### src/rtl/demux_pkg.sv
// rtl/demux_pkg.sv - shared defaults and mode encoding for the 8-channel demultiplexer
package demux_pkg;

    localparam int DEMUX_N_CH  = 8;
    localparam int DEMUX_SEL_W = $clog2(DEMUX_N_CH);

    typedef enum logic {
        MODE_ADDR = 1'b0,
        MODE_RR   = 1'b1
    } mode_e;

endpackage

### src/rtl/demux_ptr_cnt.sv
// rtl/demux_ptr_cnt.sv - round-robin pointer, frame wrap and auto_en edge detection
module demux_ptr_cnt
    import demux_pkg::*;
#(
    parameter int N_CH  = DEMUX_N_CH,
    parameter int SEL_W = $clog2(N_CH)
) (
    input  logic             clk,
    input  logic             rst_n,
    input  logic             i_clear,
    input  logic             i_valid,
    input  logic             i_auto_en,
    output logic [SEL_W-1:0] o_ptr,
    output logic [SEL_W-1:0] o_wr_ptr,
    output logic             o_wrap
);

    logic [SEL_W-1:0] r_ptr;
    logic             r_auto_prev;
    logic             w_rise;
    logic             w_fall;
    logic             w_adv;
    logic [SEL_W-1:0] w_wr_ptr;

    // Entering round-robin restarts the frame at channel 0 in the same cycle,
    // so a bit arriving with the rising edge of auto_en lands on channel 0.
    assign w_rise   = i_auto_en & ~r_auto_prev;
    assign w_fall   = ~i_auto_en & r_auto_prev;
    assign w_wr_ptr = w_rise ? '0 : r_ptr;
    assign w_adv    = i_valid & i_auto_en & ~i_clear;

    assign o_ptr    = r_ptr;
    assign o_wr_ptr = w_wr_ptr;
    assign o_wrap   = w_adv & (w_wr_ptr == SEL_W'(N_CH - 1));

    // Pointer advances on accepted round-robin bits; leaving round-robin or
    // clearing abandons the partial frame.
    always_ff @(posedge clk or negedge rst_n) begin
        if (!rst_n) begin
            r_ptr       <= '0;
            r_auto_prev <= 1'b0;
        end else begin
            r_auto_prev <= i_auto_en;
            if (i_clear || w_fall) begin
                r_ptr <= '0;
            end else if (w_adv) begin
                r_ptr <= w_wr_ptr + SEL_W'(1);
            end else if (w_rise) begin
                r_ptr <= '0;
            end
        end
    end

endmodule

### src/rtl/demux_8ch.sv
// rtl/demux_8ch.sv - serial bit demultiplexer with addressed and round-robin modes
module demux_8ch
    import demux_pkg::*;
#(
    parameter int N_CH  = DEMUX_N_CH,
    parameter int SEL_W = $clog2(N_CH)
) (
    input  logic             clk,
    input  logic             rst_n,
    input  logic             in_valid,
    input  logic             in_data,
    input  logic [SEL_W-1:0] sel,
    input  logic             auto_en,
    input  logic             clear,
    output logic [N_CH-1:0]  out_q,
    output logic [N_CH-1:0]  out_strobe,
    output logic             frame_done,
    output logic [SEL_W-1:0] ptr
);

    mode_e            w_mode;
    logic [SEL_W-1:0] w_rr_idx;
    logic [SEL_W-1:0] w_idx;
    logic             w_wrap;
    logic             w_accept;
    logic [N_CH-1:0]  w_onehot;
    logic [N_CH-1:0]  r_q;
    logic [N_CH-1:0]  r_strobe;
    logic             r_frame_done;

    demux_ptr_cnt #(
        .N_CH  (N_CH),
        .SEL_W (SEL_W)
    ) u_ptr_cnt (
        .clk       (clk),
        .rst_n     (rst_n),
        .i_clear   (clear),
        .i_valid   (in_valid),
        .i_auto_en (auto_en),
        .o_ptr     (ptr),
        .o_wr_ptr  (w_rr_idx),
        .o_wrap    (w_wrap)
    );

    assign w_mode   = auto_en ? MODE_RR : MODE_ADDR;
    assign w_idx    = (w_mode == MODE_RR) ? w_rr_idx : sel;
    assign w_accept = in_valid & ~clear;
    assign w_onehot = N_CH'(1) << w_idx;

    // Capture the routed bit and flag the written channel for one cycle;
    // clear wins over a valid bit in the same cycle.
    always_ff @(posedge clk or negedge rst_n) begin
        if (!rst_n) begin
            r_q          <= '0;
            r_strobe     <= '0;
            r_frame_done <= 1'b0;
        end else if (clear) begin
            r_q          <= '0;
            r_strobe     <= '0;
            r_frame_done <= 1'b0;
        end else begin
            r_strobe     <= w_accept ? w_onehot : '0;
            r_frame_done <= w_wrap;
            if (w_accept) begin
                r_q[w_idx] <= in_data;
            end
        end
    end

    assign out_q      = r_q;
    assign out_strobe = r_strobe;
    assign frame_done = r_frame_done;

endmodule
### config.mk
export PLATFORM = sky130hd
export DESIGN_NAME = demux_8ch
export DESIGN_NICKNAME = d
export VERILOG_FILES = /design/src/rtl/demux_pkg.sv /design/src/rtl/demux_ptr_cnt.sv /design/src/rtl/demux_8ch.sv
export SDC_FILE = /design/constraint.sdc
export NUM_CORES = 1
export LEC_CHECK = 0
export CORE_MARGIN = 2
export CORE_UTILIZATION = 45
export CTS_CLUSTER_SIZE = 20
export DETAILED_ROUTE_END_ITERATION = 8
export PLACE_DENSITY = 0.76
export SETUP_SLACK_MARGIN = 0.4
export SYNTH_ARGS = -nofsm -noshare
export SYNTH_HDL_FRONTEND = slang
export SYNTH_SLANG_ARGS = --single-unit
export TNS_END_PERCENT = 100
### constraint.sdc
create_clock -name clk -period 3.6 [get_ports clk]
set_clock_uncertainty 0.1 [all_clocks]
set_input_delay 0.72 -clock clk [delete_from_list [all_inputs] [get_ports clk]]
set_output_delay 0.72 -clock clk [all_outputs]
set_load 0.02 [all_outputs]
# Word-level counts from Yosys, hierarchy flattened
# Cells that the tools add are included.
# op_classes
addsub,1
order_cmp,2
eq_ne,1
shifts,1
muxes,13
bitwise_logic,9
reduce_logical,3
# ops
cell,n
$mux 8,4
$mux 3,4
$bwmux 8,1
$shl 1x3->8 const A,1
$and 1x1->1,6
$lt 3x4->1 const B,1
$add 3x1->3 const B,1
$demux 1 s3,1
$eq 3x3->1 const B,1
$ge 3x1->1 const B,1
$mux 1,3
$not 1->1,3
$reduce_bool 2->1,1
$logic_and 1x1->1,1
$logic_or 1x1->1,1
# word_totals
regBits,21
input_bits,9
output_inout_bits,20

# Longest topological paths before layout
# Gate-level depths: netlist (run 1).
# depth
word_depth,11
ltp_mapped,5
ltp_nobuf,4

# Cells and area by module
# A second synthesis (run 1) with hierarchy kept.
# hier_totals
hier_cells,104
area_unflattened_um2,1143.6
# by_module_without_submodules
mod,instances,cells_per_inst,area_each_um2
demux_8ch,1,80,910.9
demux_ptr_cnt,1,24,232.7

# Worst setup path after synthesis (run 1)
# No wires, ideal clock.
# synth_timing
kind,in2reg
start,in in_valid
end,reg r_q[5] (netlist: out_q[5])
setup_time_ps,78
arrival_time_ps,1567
slack_ps,1855
path_stages,5
path_buffers,1
cell_sequence,buf_2 -> inv_1 -> a21o_1 -> or3b_1 -> a21oi_1
# synth_between
elab_chain_len,2
# synth_lines
element,line,rtl
start: declaration,demux_8ch.sv:10,"input logic in_valid,"
$and 1x1->1,demux_8ch.sv:47,assign w_accept = in_valid & ~clear;
$reduce_bool 2->1 (no source line),--,
end signal: indexed assignment,demux_8ch.sv:65,r_q[w_idx] <= in_data;
end: declaration,demux_8ch.sv:27,logic [N_CH-1:0] r_q;
# Every way passes these cells.
# A chain may end at the register's enable or synchronous reset.

# Worst setup path in the final report (run 1)
# layout_timing
start,in auto_en
end,reg r_q[4] (netlist: out_q[4])
# layout_between
elab_chain_len,10
# layout_lines
element,line,rtl
start: declaration,demux_8ch.sv:13,"input logic auto_en,"
$and 1x1->1,demux_ptr_cnt.sv:27,assign w_rise = i_auto_en & ~r_auto_prev;
$mux 3,--,
$mux 3 (*),demux_8ch.sv:46,assign w_idx = (w_mode == MODE_RR) ? w_rr_idx : sel;
$lt 3x4->1 (not written as such) / $ge 3x1->1 (equally long branches),demux_8ch.sv:65,
$logic_and 1x1->1 (not written as such),demux_8ch.sv:65,
$mux 1 (not written as such),demux_8ch.sv:65,
$demux 1 s3 (*),demux_8ch.sv:65,
$bwmux 8 (*),demux_8ch.sv:65,
$mux 8 (*),demux_8ch.sv:64,if (w_accept) begin
$mux 8 (*),demux_8ch.sv:57,end else if (clear) begin
# Mark *: on every way between the ends. The rest lies on a longest branch, timed or not. The select of a mux whose other input is x is not followed.

==> flow_summary.json, run 1 <==
{
  "gr-max-usage-layer": "met2",
  "io_buffers": 28,
  "synth_top_area_share_pct": 52.1,
  "rows": 17,
  "syn_nets": 109,
  "hold_viol_final": 0,
  "use_met3_pct": 3.22,
  "tightest_slew_ps": 883,
  "clockBufferDepth": 2,
  "overflow": 0,
  "synthMuxAreaShare_pct": 3.97,
  "postRouteAntennaNets": 0,
  "setup_tns_ps": 0,
  "power_density_nw_per_um2": 309,
  "preCtsSetupSlack_ps": 923,
  "yosys.area_share.simple_pct": 27.4,
  "critPathKind": "in -> reg",
  "clockRootBuffer": "clkbuf_4",
  "dr.pass1.iters": 4,
  "ys_warn_count": 0,
  "ys_ff_latch": 21,
  "setup_viol": 0,
  "area_growth_pct": 30.6,
  "antenna_cells": 0,
  "arrival_ps": 2440,
  "synth_top_family_by_area": "simple AND/OR/NAND/NOR gates",
  "status": "finished, final reports clean",
  "die_width_um": 51.3,
  "met2_usage_pct": 25.3,
  "period_share_pct": 65.9,
  "grtUsageMet1_pct": 24.8,
  "grt_use_total_pct": 16.9,
  "yosysTopAreaCell": "dfrtp_1",
  "vias": 831,
  "hold_buffers": 0,
  "mostFrequentLayoutCells": "clkdlybuf4s50_1, dfrtp_1, a21oi_1",
  "timing.fmax_ghz": 0.421,
  "vias_per_cell": 5.40,
  "grt_pass1_wl_um": 3330,
  "rsz0062_at_grt": "false",
  "cts_buffers": 3,
  "min_path_type": "reg -> reg",
  "power_w": 0.000408,
  "required_ps": 3670,
  "synth_fa_ha_area_share_pct": 0,
  "start_util_pct": 46.5,
  "yosysUniqueCellTypes": 29,
  "tritoncts": "yes",
  "synth_xor_area_share_pct": 1.74,
  "num_io_pins": 29,
  "drt_iter0_drc": 8,
  "worst_setup_path_start_kind": "input pin",
  "drv_cap": 0,
  "drive_gt1_share_pct": 3.17,
  "period_minus_slack_ps": 2370,
  "syn_avg_cell_area_um2": 10.1,
  "antenna_found_initial": 0,
  "die_h_um": 51.3,
  "final_common_cell": "clkdlybuf4s50_1",
  "routedWlPerCell_um": 13.0,
  "grt_max_degree": 22,
  "finalNetCount": 136,
  "reg2reg_setup_slack_ps": 1910,
  "drcViolationCount": 0,
  "gp_congestion": 0.774,
  "synth_compound_area_share_pct": 10.8,
  "num-fill-cells": 185,
  "synthTopCellsByArea": "dfrtp_1, a21oi_1, nor3_1",
  "core_um2": 2170,
  "slew_violations": 0,
  "htree_num_levels": 1,
  "critPathMaxFanout": 18,
  "clkTransAtPathRegs_ps": 110,
  "peakVddDrop_mv": 0.176,
  "postCtsSetupRepairBufs": 0,
  "first_global_vias": 705,
  "worst_slack_ps": 1230,
  "drt-total-wl_um": 2010,
  "cp-end-kind": "flop",
  "syn-cell-area_um2": 1010,
  "design.die.area_um2": 2640,
  "p_leak_nw": 0.523,
  "hpwl_um": 1430,
  "synthCells": 100,
  "cts-resized-gates": 0,
  "insertion_delay_ps": 290,
  "timing.slew.headroom_pct": 41.0,
  "whs_ps": 450,
  "cts.sinks": 21,
  "synth_seq_area_share_pct": 52.1
}
## logic make-up after synthesis
logic type      count (synthesis)
simple gates                   45
flops                          21
compound gates                 20
buf+inv                         8
mux                             4
xor+xnor                        2
## cell type report
cell class	count	area [um^2]	share of cell area (%)
Sequential cell	21	526	39.9
Inverter	2	7.51	0.570
Tap cell	28	35.0	2.66
Clock buffer	4	26.3	1.99
Multi-Input combinational cell	71	443	33.6
Timing Repair Buffer	28	280	21.3
## synth_stat cells
library cell	number
dfrtp_1	21
a21oi_1	10
nor3_1	9
nand2b_1	7
o21ai_0	6
mux2i_1	4
nand2_1	4
nand3_1	4
nor2_1	4
or3b_1	4
nand3b_1	3
buf_2	2
buf_4	2
inv_1	2
nand4b_1	2
nor3b_1	2
xnor2_1	2
a211oi_1	1
a21o_1	1
a31oi_1	1
and2_1	1
and4_1	1
and4b_1	1
buf_1	1
clkbuf_1	1
nand3_2	1
nand4_1	1
nor2b_1	1
o21a_1	1
## sequential cells by signal, summed over array words and instances, names as in the netlist
name / flops
frame_done: 1
out_strobe: 8
out_q: 8
u_ptr_cnt.r_auto_prev: 1
u_ptr_cnt.o_ptr: 3
## routing by layer
metal	part of all wire, %	up-vias
li1	-	407
met1	47	392
met2	47	30
met3	5.6	2
met4	0.65	0
met5	0	-
## per-stage QoR
step	area, um^2	instances	util [%]
finish	1320	154	60.7
global route	1320	154	60.7
CTS	1320	154	60.7
detailed placement	1290	150	59.5
global placement	1290	150	59.5
floorplan	1010	100	-
## critical path: stages
cell and delay (ps):
clkdlybuf4s50_1 800, nor2b_1 130, a31oi_1 470, nand3b_1 170, mux2i_1 160
## report_power, final
| part | switching, W | internal (W) |
|---|---|---|
| clock | 0.0000637 | 0.0000430 |
| sequential | 0.00000513 | 0.000240 |
| combinational | 0.0000313 | 0.0000243 |
| total | 0.000100 | 0.000307 |
## path summary, 6_finish.rpt
path / from / end / cells after the start
setup / recovery: auto_en / out_q[4]$_DFFE_PN0P_ / 5
hold / removal: out_q[2]$_DFFE_PN0P_ / out_q[2]$_DFFE_PN0P_ / 2
setup reg to reg: u_ptr_cnt.r_auto_prev$_DFF_PN0_ / out_q[7]$_DFFE_PN0P_ / 4
hold reg to reg: out_q[2]$_DFFE_PN0P_ / out_q[2]$_DFFE_PN0P_ / 2
max in group asynchronous: rst_n / out_q[4]$_DFFE_PN0P_ / 1
min in group asynchronous: rst_n / frame_done$_DFF_PN0_ / 1
No activity file was read; power rests on OpenSTA's default activity.
==> run 2, diff against run 1 <==
--- a/config.mk
+++ b/config.mk
@@ -6,10 +6,10 @@
 export NUM_CORES = 1
 export LEC_CHECK = 0
 export CORE_MARGIN = 2
-export CORE_UTILIZATION = 45
+export CORE_UTILIZATION = 41
 export CTS_CLUSTER_SIZE = 20
 export DETAILED_ROUTE_END_ITERATION = 8
-export PLACE_DENSITY = 0.76
+export PLACE_DENSITY = 0.73
 export SETUP_SLACK_MARGIN = 0.4
 export SYNTH_ARGS = -nofsm -noshare
 export SYNTH_HDL_FRONTEND = slang
==> constraint.sdc (replaced) <==
create_clock -name clk -period 2 [get_ports clk]
set_clock_uncertainty 0.1 [all_clocks]
set_input_delay 0.4 -clock clk [delete_from_list [all_inputs] [get_ports clk]]
set_output_delay 0.4 -clock clk [all_outputs]
set_load 0.02 [all_outputs]
==> run 2 against run 1 <==
Net effect: worst hold slack lost 110 ps; total power grew 87%; sequential cell count is the same; setup slack lost 800 ps.
==> flow_summary.json, run 2 (synthesized netlist as in run 1, its figures left out) <==
{
  "critPathKind": "reg -> out",
  "status": "finished, final reports clean",
  "period_share_pct": 78.6,
  "grt_max_degree": 22,
  "die_h_um": 53.6,
  "gr-max-usage-layer": "met2",
  "hold_viol_final": 0,
  "num-fill-cells": 195,
  "finalNetCount": 153,
  "routedWlPerCell_um": 13.5,
  "antenna_found_initial": 0,
  "tritoncts": "yes",
  "crit_family": "flip-flops",
  "timing.fmax_ghz": 0.636,
  "core_um2": 2280,
  "dr.pass1.iters": 4,
  "grt_pass1_wl_um": 3800,
  "clockRootBuffer": "clkbuf_4",
  "reg2reg_setup_slack_ps": 470,
  "start_util_pct": 44.3,
  "required_ps": 1500,
  "htree_num_levels": 1,
  "regArea_um2": 531,
  "arrival_ps": 1070,
  "cpPeakStageDelay_ps": 470,
  "antenna_cells": 0,
  "instances_no_fill": 171,
  "vias_per_cell": 5.23,
  "period_minus_slack_ps": 1570,
  "hpwl_um": 1640,
  "rows": 17,
  "rsz0062_at_grt": "true",
  "grt_use_total_pct": 18.6,
  "design.die.area_um2": 2870,
  "drt_iter0_drc": 9,
  "clkTransAtPathRegs_ps": 110,
  "peakVddDrop_mv": 0.382,
  "vias": 895,
  "whs_ps": 337,
  "first_global_vias": 885,
  "setup_viol": 0,
  "grtUsageMet1_pct": 21.6,
  "min_path_type": "in -> async",
  "critPathMaxFanout": 7,
  "cts_buffers": 3,
  "area_growth_pct": 47.0,
  "postRouteAntennaNets": 0,
  "insertion_delay_ps": 290,
  "cts.sinks": 21,
  "drive_gt1_share_pct": 23.8,
  "drcViolationCount": 0,
  "gp_congestion": 0.779,
  "mostFrequentLayoutCells": "dfrtp_1, dlygate4sd2_1, buf_4",
  "num_io_pins": 29,
  "slew_violations": 0,
  "die_width_um": 53.6,
  "cp-end-kind": "output pin",
  "multi_input_area_um2": 487,
  "timing.critical_path.buf_inv": 1,
  "drv_cap": 0,
  "overflow": 0,
  "timing.slew.headroom_pct": 75.3,
  "power_density_nw_per_um2": 514,
  "dp_cells": 162,
  "use_met3_pct": 2.50,
  "p_leak_nw": 0.730,
  "setup_tns_ps": 0,
  "drt-total-wl_um": 2310,
  "dpl_cell_area_um2": 1380,
  "met2_usage_pct": 32.7,
  "worst_setup_path_start_kind": "flop",
  "crit_path_cell_trace": "clkdlybuf4s15_1",
  "tightest_slew_ps": 371,
  "io_buffers": 28,
  "design_area_um2": 1480,
  "clockBufferDepth": 2,
  "slowest_stage": "dfrtp_2"
}
## run 2: worst paths after layout
| path | start | to | depth (start not counted) |
|---|---|---|---|
| min in group clk | sel[2] | out_strobe[1]$_DFF_PN0_ | 4 |
| max in group asynchronous | rst_n | u_ptr_cnt.o_ptr[1]$_DFF_PN0_ | 2 |
| worst max register to register | u_ptr_cnt.o_ptr[2]$_DFF_PN0_ | out_q[3]$_DFFE_PN0P_ | 6 |
| worst max-delay path | u_ptr_cnt.o_ptr[1]$_DFF_PN0_ | ptr[1] | 1 |
| worst min-delay path | rst_n | out_strobe[0]$_DFF_PN0_ | 2 |
| worst min register to register | out_q[2]$_DFFE_PN0P_ | out_q[2]$_DFFE_PN0P_ | 2 |
## run 2: where the power goes
| part | switching (W) | internal, W | total, W |
|---|---|---|---|
| clock network | 0.000121 | 0.0000775 | 0.000199 |
| logic | 0.0000667 | 0.0000564 | 0.000123 |
| registers | 0.00000761 | 0.000433 | 0.000440 |
| total | 0.000196 | 0.000567 | 0.000762 |
## run 2: what timing repair did
action | 4_1_cts | 5_1_grt
pin swaps | 0 | 3
endpoints found under the setup margin | 35 | 12
hold buffers | 0 | 0
hold endpoints to repair | 0 | 0
setup buffers | 3 | 2
resized for setup | 27 | 16
## run 2: per-stage QoR
step	power (W)	util (%)	worst slack (ps)
6_report	0.000762	65.1	428
5_1_grt	0.000800	65.1	382
4_1_cts	0.000763	62.9	296
3_5_place_dp	0.000568	60.7	-146
3_3_place_gp	0.000565	60.7	-81.5
2_1_floorplan	0.000503	-	456
## run 2: area by class of cell
type | instances | share of cell area (%)
Clock buffer | 4 | 1.77
Inverter | 2 | 0.506
Multi-Input combinational cell | 71 | 32.8
Sequential cell | 21 | 35.8
Tap cell | 28 | 2.36
Timing Repair Buffer | 45 | 26.8
## run 2: metal layers
layer,wire length (um),up-vias
met3,103,6
met5,0,-
met1,947,417
met2,1210,30
met4,48,0
li1,-,442
==> run 3, diff against run 2 <==
==> constraint.sdc (replaced) <==
create_clock -name clk -period 1.4 [get_ports clk]
set_clock_uncertainty 0.1 [all_clocks]
set_input_delay 0.28 -clock clk [delete_from_list [all_inputs] [get_ports clk]]
set_output_delay 0.28 -clock clk [all_outputs]
set_load 0.02 [all_outputs]
==> run 3 against run 2 <==
Net effect: the flow now finishes with violations (setup timing); routed wire length increased by 16%; clock-buffer cell count is 1 lower; total power increased by 53%; largest cell class is now non-clock buffers; largest power group unchanged; highest routed layer unchanged.
==> flow_summary.json, run 3 (synthesized netlist as in run 1, its figures left out) <==
{
  "status": "finished with violations",
  "violations": "setup timing",
  "setup_viol": 8,
  "reg2reg_setup_slack_ps": -70,
  "crit_path_cell_trace": "and4b_1 -> a21oi_2 -> or3b_1 -> a21oi_2",
  "min_path_type": "in -> async",
  "grt_pass1_wl_um": 4260,
  "routedWlPerCell_um": 14.3,
  "start_util_pct": 44.3,
  "tritoncts": "yes",
  "critPathKind": "reg -> reg",
  "arrival_ps": 1620,
  "rsz0062_at_grt": "true",
  "cts_buffers": 3,
  "dr.pass1.iters": 4,
  "num-fill-cells": 153,
  "setup_tns_ps": -224,
  "worstRegToRegCells": 4,
  "drive_gt1_share_pct": 52.2,
  "rows": 17,
  "core_um2": 2280,
  "hold_buffers": 0,
  "vias_per_cell": 5.38,
  "worst_setup_path_start_kind": "flop",
  "cpPeakStageDelay_ps": 460,
  "r2r-start": "u_ptr_cnt.o_ptr[1]$_DFF_PN0_",
  "preCtsSetupSlack_ps": -554,
  "first_global_vias": 1019,
  "slew_violations": 0,
  "overflow": 0,
  "hpwl_um": 1770,
  "htree_num_levels": 1,
  "finalNetCount": 169,
  "period_minus_slack_ps": 1470,
  "cts.sinks": 21,
  "tightest_slew_ps": 405,
  "critPathMaxFanout": 4,
  "required_ps": 1550,
  "clockRootBuffer": "clkbuf_4",
  "timing.fmax_ghz": 0.682,
  "antenna_found_initial": 0,
  "grt_max_degree": 22,
  "cp_common_cell": "a21oi_2",
  "io_buffers": 28,
  "power_density_nw_per_um2": 682,
  "insertion_delay_ps": 310,
  "die_h_um": 53.6,
  "drt_iter0_drc": 26,
  "postRouteAntennaNets": 0,
  "worstReg2RegEnd": "out_q[1]$_DFFE_PN0P_",
  "worst_slack_ps": -66.8,
  "period_share_pct": 105,
  "drcViolationCount": 0,
  "drv_cap": 0,
  "design.die.area_um2": 2870,
  "final_common_cell": "buf_6",
  "cp-end-kind": "flop",
  "p_leak_nw": 0.774,
  "drt-total-wl_um": 2680,
  "antenna_cells": 0,
  "clkTransAtPathRegs_ps": 120,
  "num_io_pins": 29,
  "slowest_stage": "dfrtp_2",
  "gp_congestion": 0.807,
  "grt_use_total_pct": 20.8,
  "peakVddDrop_mv": 0.591,
  "mostFrequentLayoutCells": "buf_6, buf_4, dfrtp_1",
  "area_growth_pct": 69.6,
  "die_width_um": 53.6,
  "vias": 1006,
  "clockBufferDepth": 2,
  "timing.slew.headroom_pct": 73.0,
  "hold_viol_final": 0
}
[run 3: metrics by stage]
stage	instance area [um^2]	std cells	power, W	hold slack [ps]	utilization (%)
floorplan	1030	100	0.000725	-116	-
global placement	1470	171	0.000827	426	64.4
detailed placement	1470	171	0.000831	437	64.4
CTS	1670	185	0.00115	212	73.3
global route	1710	187	0.00121	220	75.2
finish	1710	187	0.00117	193	75.2
[run 3: cell type report]
| class | count | area [um^2] | area share, % |
|---|---|---|---|
| clock buffer | 3 | 22.5 | 1.32 |
| clock inverter | 1 | 5.00 | 0.293 |
| inverter | 2 | 7.51 | 0.439 |
| multi-input combinational | 71 | 536 | 31.3 |
| sequential | 21 | 531 | 31.0 |
| tap | 28 | 35.0 | 2.05 |
| timing repair buffer | 61 | 574 | 33.6 |
[run 3: metal layers]
layer	routed length (um)	global-route usage, %	vias up
li1	-	-	474
met1	1070	23.1	489
met2	1410	39.7	37
met3	157	3.33	6
met4	32	6.84	0
met5	0	0	-
[run 3: worst max-delay path by stage]
stage | start | endpoint | slack, ps | cells past startpoint
global route | u_ptr_cnt.o_ptr[1]$_DFF_PN0_ | out_q[1]$_DFFE_PN0P_ | -110 | 4
global placement | auto_en | out_q[5]$_DFFE_PN0P_ | -500 | 6
floorplan | u_ptr_cnt.o_ptr[1]$_DFF_PN0_ | out_q[1]$_DFFE_PN0P_ | -40 | 4
detailed placement | auto_en | out_q[5]$_DFFE_PN0P_ | -550 | 6
finish | u_ptr_cnt.o_ptr[1]$_DFF_PN0_ | out_q[1]$_DFFE_PN0P_ | -70 | 4
CTS | u_ptr_cnt.o_ptr[1]$_DFF_PN0_ | out_q[5]$_DFFE_PN0P_ | -50 | 4
[run 3: report_power, final]
| part | internal [W] | total [W] | leakage (nW) | switching (W) |
|---|---|---|---|---|
| logic | 0.000119 | 0.000235 | 0.473 | 0.000116 |
| clock network | 0.000107 | 0.000302 | 0.0177 | 0.000196 |
| registers | 0.000618 | 0.000630 | 0.283 | 0.0000111 |
| total | 0.000844 | 0.00117 | 0.774 | 0.000323 |
[run 3: timing repair]
item,in CTS,in global routing
resized for setup,144,9
buffers inserted,10,2
pin swaps,17,6
setup endpoints to repair,40,40
cloned,0,0
[run 3: critical path: cells and delay by family (launching register included)]
family | cells | cell delay, ps
and+or+nand+nor | 2 | 680
DFF | 1 | 460
AOI/OAI and AO/OA | 2 | 180
==> RTL edit (flow settings as in run 3) <==
`DEMUX_N_CH`: 8 -> 16.
--- a/src/rtl/demux_pkg.sv
+++ b/src/rtl/demux_pkg.sv
@@ -1,7 +1,7 @@
 // rtl/demux_pkg.sv - shared defaults and mode encoding for the 8-channel demultiplexer
 package demux_pkg;
 
-    localparam int DEMUX_N_CH  = 8;
+    localparam int DEMUX_N_CH  = 16;
     localparam int DEMUX_SEL_W = $clog2(DEMUX_N_CH);
 
     typedef enum logic {
Interface: changed (resized out_q, out_strobe, ptr and sel); port bits go from 29 to 47. No check against the original RTL was run, so the function may have changed too.
==> RTL edit against run 3 <==
  * The run still ends with negative setup slack left
  * Sequential cell count increased by 17
  * Maximum frequency shrank 13%
  * Largest cell class is now multi-input gates
  * Power grew 97%
  * Wire length increased by 130%
  * Cell area rose by 84%
  * Die area up 66%
  * Setup slack got worse by 0.22 ns
  * Via count up 79%
  * Critical path type unchanged
  * Area after synthesis rose by 72%
  * Combinational power up 66%
  * First-iteration DRC count rose to 3.7 times the old value
  * Core utilization increased by 3.1 points
==> RTL edit: results <==
export IMPL_status="finished, violations left"
export IMPL_violations="negative setup slack"
export IMPL_cts_made_buffers=5
export IMPL_place_worst_setup_slack_ns=-0.671
export IMPL_path_clk_slew_ns=0.07
export IMPL_met2_usage_pct=39.3
export IMPL_placed_cells=285
export IMPL_setup_violations=34
export IMPL_grt_max_degree=39
export IMPL_fin_nets=278
export IMPL_track_usage_pct=22.6
export IMPL_use_met1_pct=26.1
export IMPL_rr_worst_depth=6
export IMPL_worst_slack_ns=-0.288
export IMPL_r2r_end="out_q[15]"
export IMPL_placed_area_sq_um=2480
export IMPL_cts_root_buf="clkbuf_8"
export IMPL_ir_drop_v=0.000545
export IMPL_syn_nets=178
export IMPL_io_buffers=46
export IMPL_met3_usage_pct=5.41
export IMPL_p_switching_uw=619
export IMPL_yosys_top_cells_count="38 x dfrtp_1, 16 x a21oi_1, 16 x nor2_1"
export IMPL_wl_microns=6130
export IMPL_r2r_start="u_ptr_cnt.o_ptr[2]"
export IMPL_p_leak_uw=0.00143
export IMPL_seq_area_frac_synth_pct=54.8
export IMPL_grt_pass1_vias=1772
[RTL edit: metal layers]
layer  vias to the layer above  share of wire [%]
li1                        798                  -
met1                       896                 39
met2                        91                 52
met3                        20                6.6
met4                         0                2.8
met5                         -                  0
[RTL edit: cell families after synthesis]
group,after synthesis,share of synthesized area [%]
AO/OA/AOI/OAI,40,13.4
XOR/XNOR,3,1.51
buffers and inverters,11,3.24
flip-flops,38,54.8
multiplexers,4,2.31
AND/OR/NAND/NOR,72,24.7
[RTL edit: area by class of cell]
cell class | instances | area (sq um)
inverter | 2 | 7.51
clock inverter | 1 | 5.00
clock buffer | 7 | 86.3
tap | 50 | 62.6
fill | 237 | 875
sequential | 38 | 957
multi-input combinational | 121 | 1040
timing repair buffer | 100 | 1000
[RTL edit: repair_timing]
item	4_1_cts	5_1_grt
gates resized for setup	261	66
gates cloned	2	0
endpoints found under the setup margin	74	74
pin swaps	8	25
buffers inserted	13	11
[RTL edit: how the worst max path moves through the flow]
| stage | from | endpoint | cells past startpoint |
|---|---|---|---|
| 5_1_grt | u_ptr_cnt.r_auto_prev | out_q[7] | 6 |
| 3_5_place_dp | auto_en | out_q[5] | 6 |
| 4_1_cts | u_ptr_cnt.o_ptr[2] | out_q[1] | 4 |
| 6_report | u_ptr_cnt.o_ptr[2] | out_q[15] | 6 |
| 3_3_place_gp | auto_en | out_q[9] | 6 |
| 2_1_floorplan | u_ptr_cnt.o_ptr[1] | out_q[9] | 5 |
[RTL edit: worst reg2reg max path, cell delays in order (launching register included)]
cell and delay (ns):
dfrtp_2 0.40, buf_6 0.13, nand4_1 0.11, a21o_1 0.22, buf_4 0.15, o21ai_0 0.30
a21oi_1 0.15
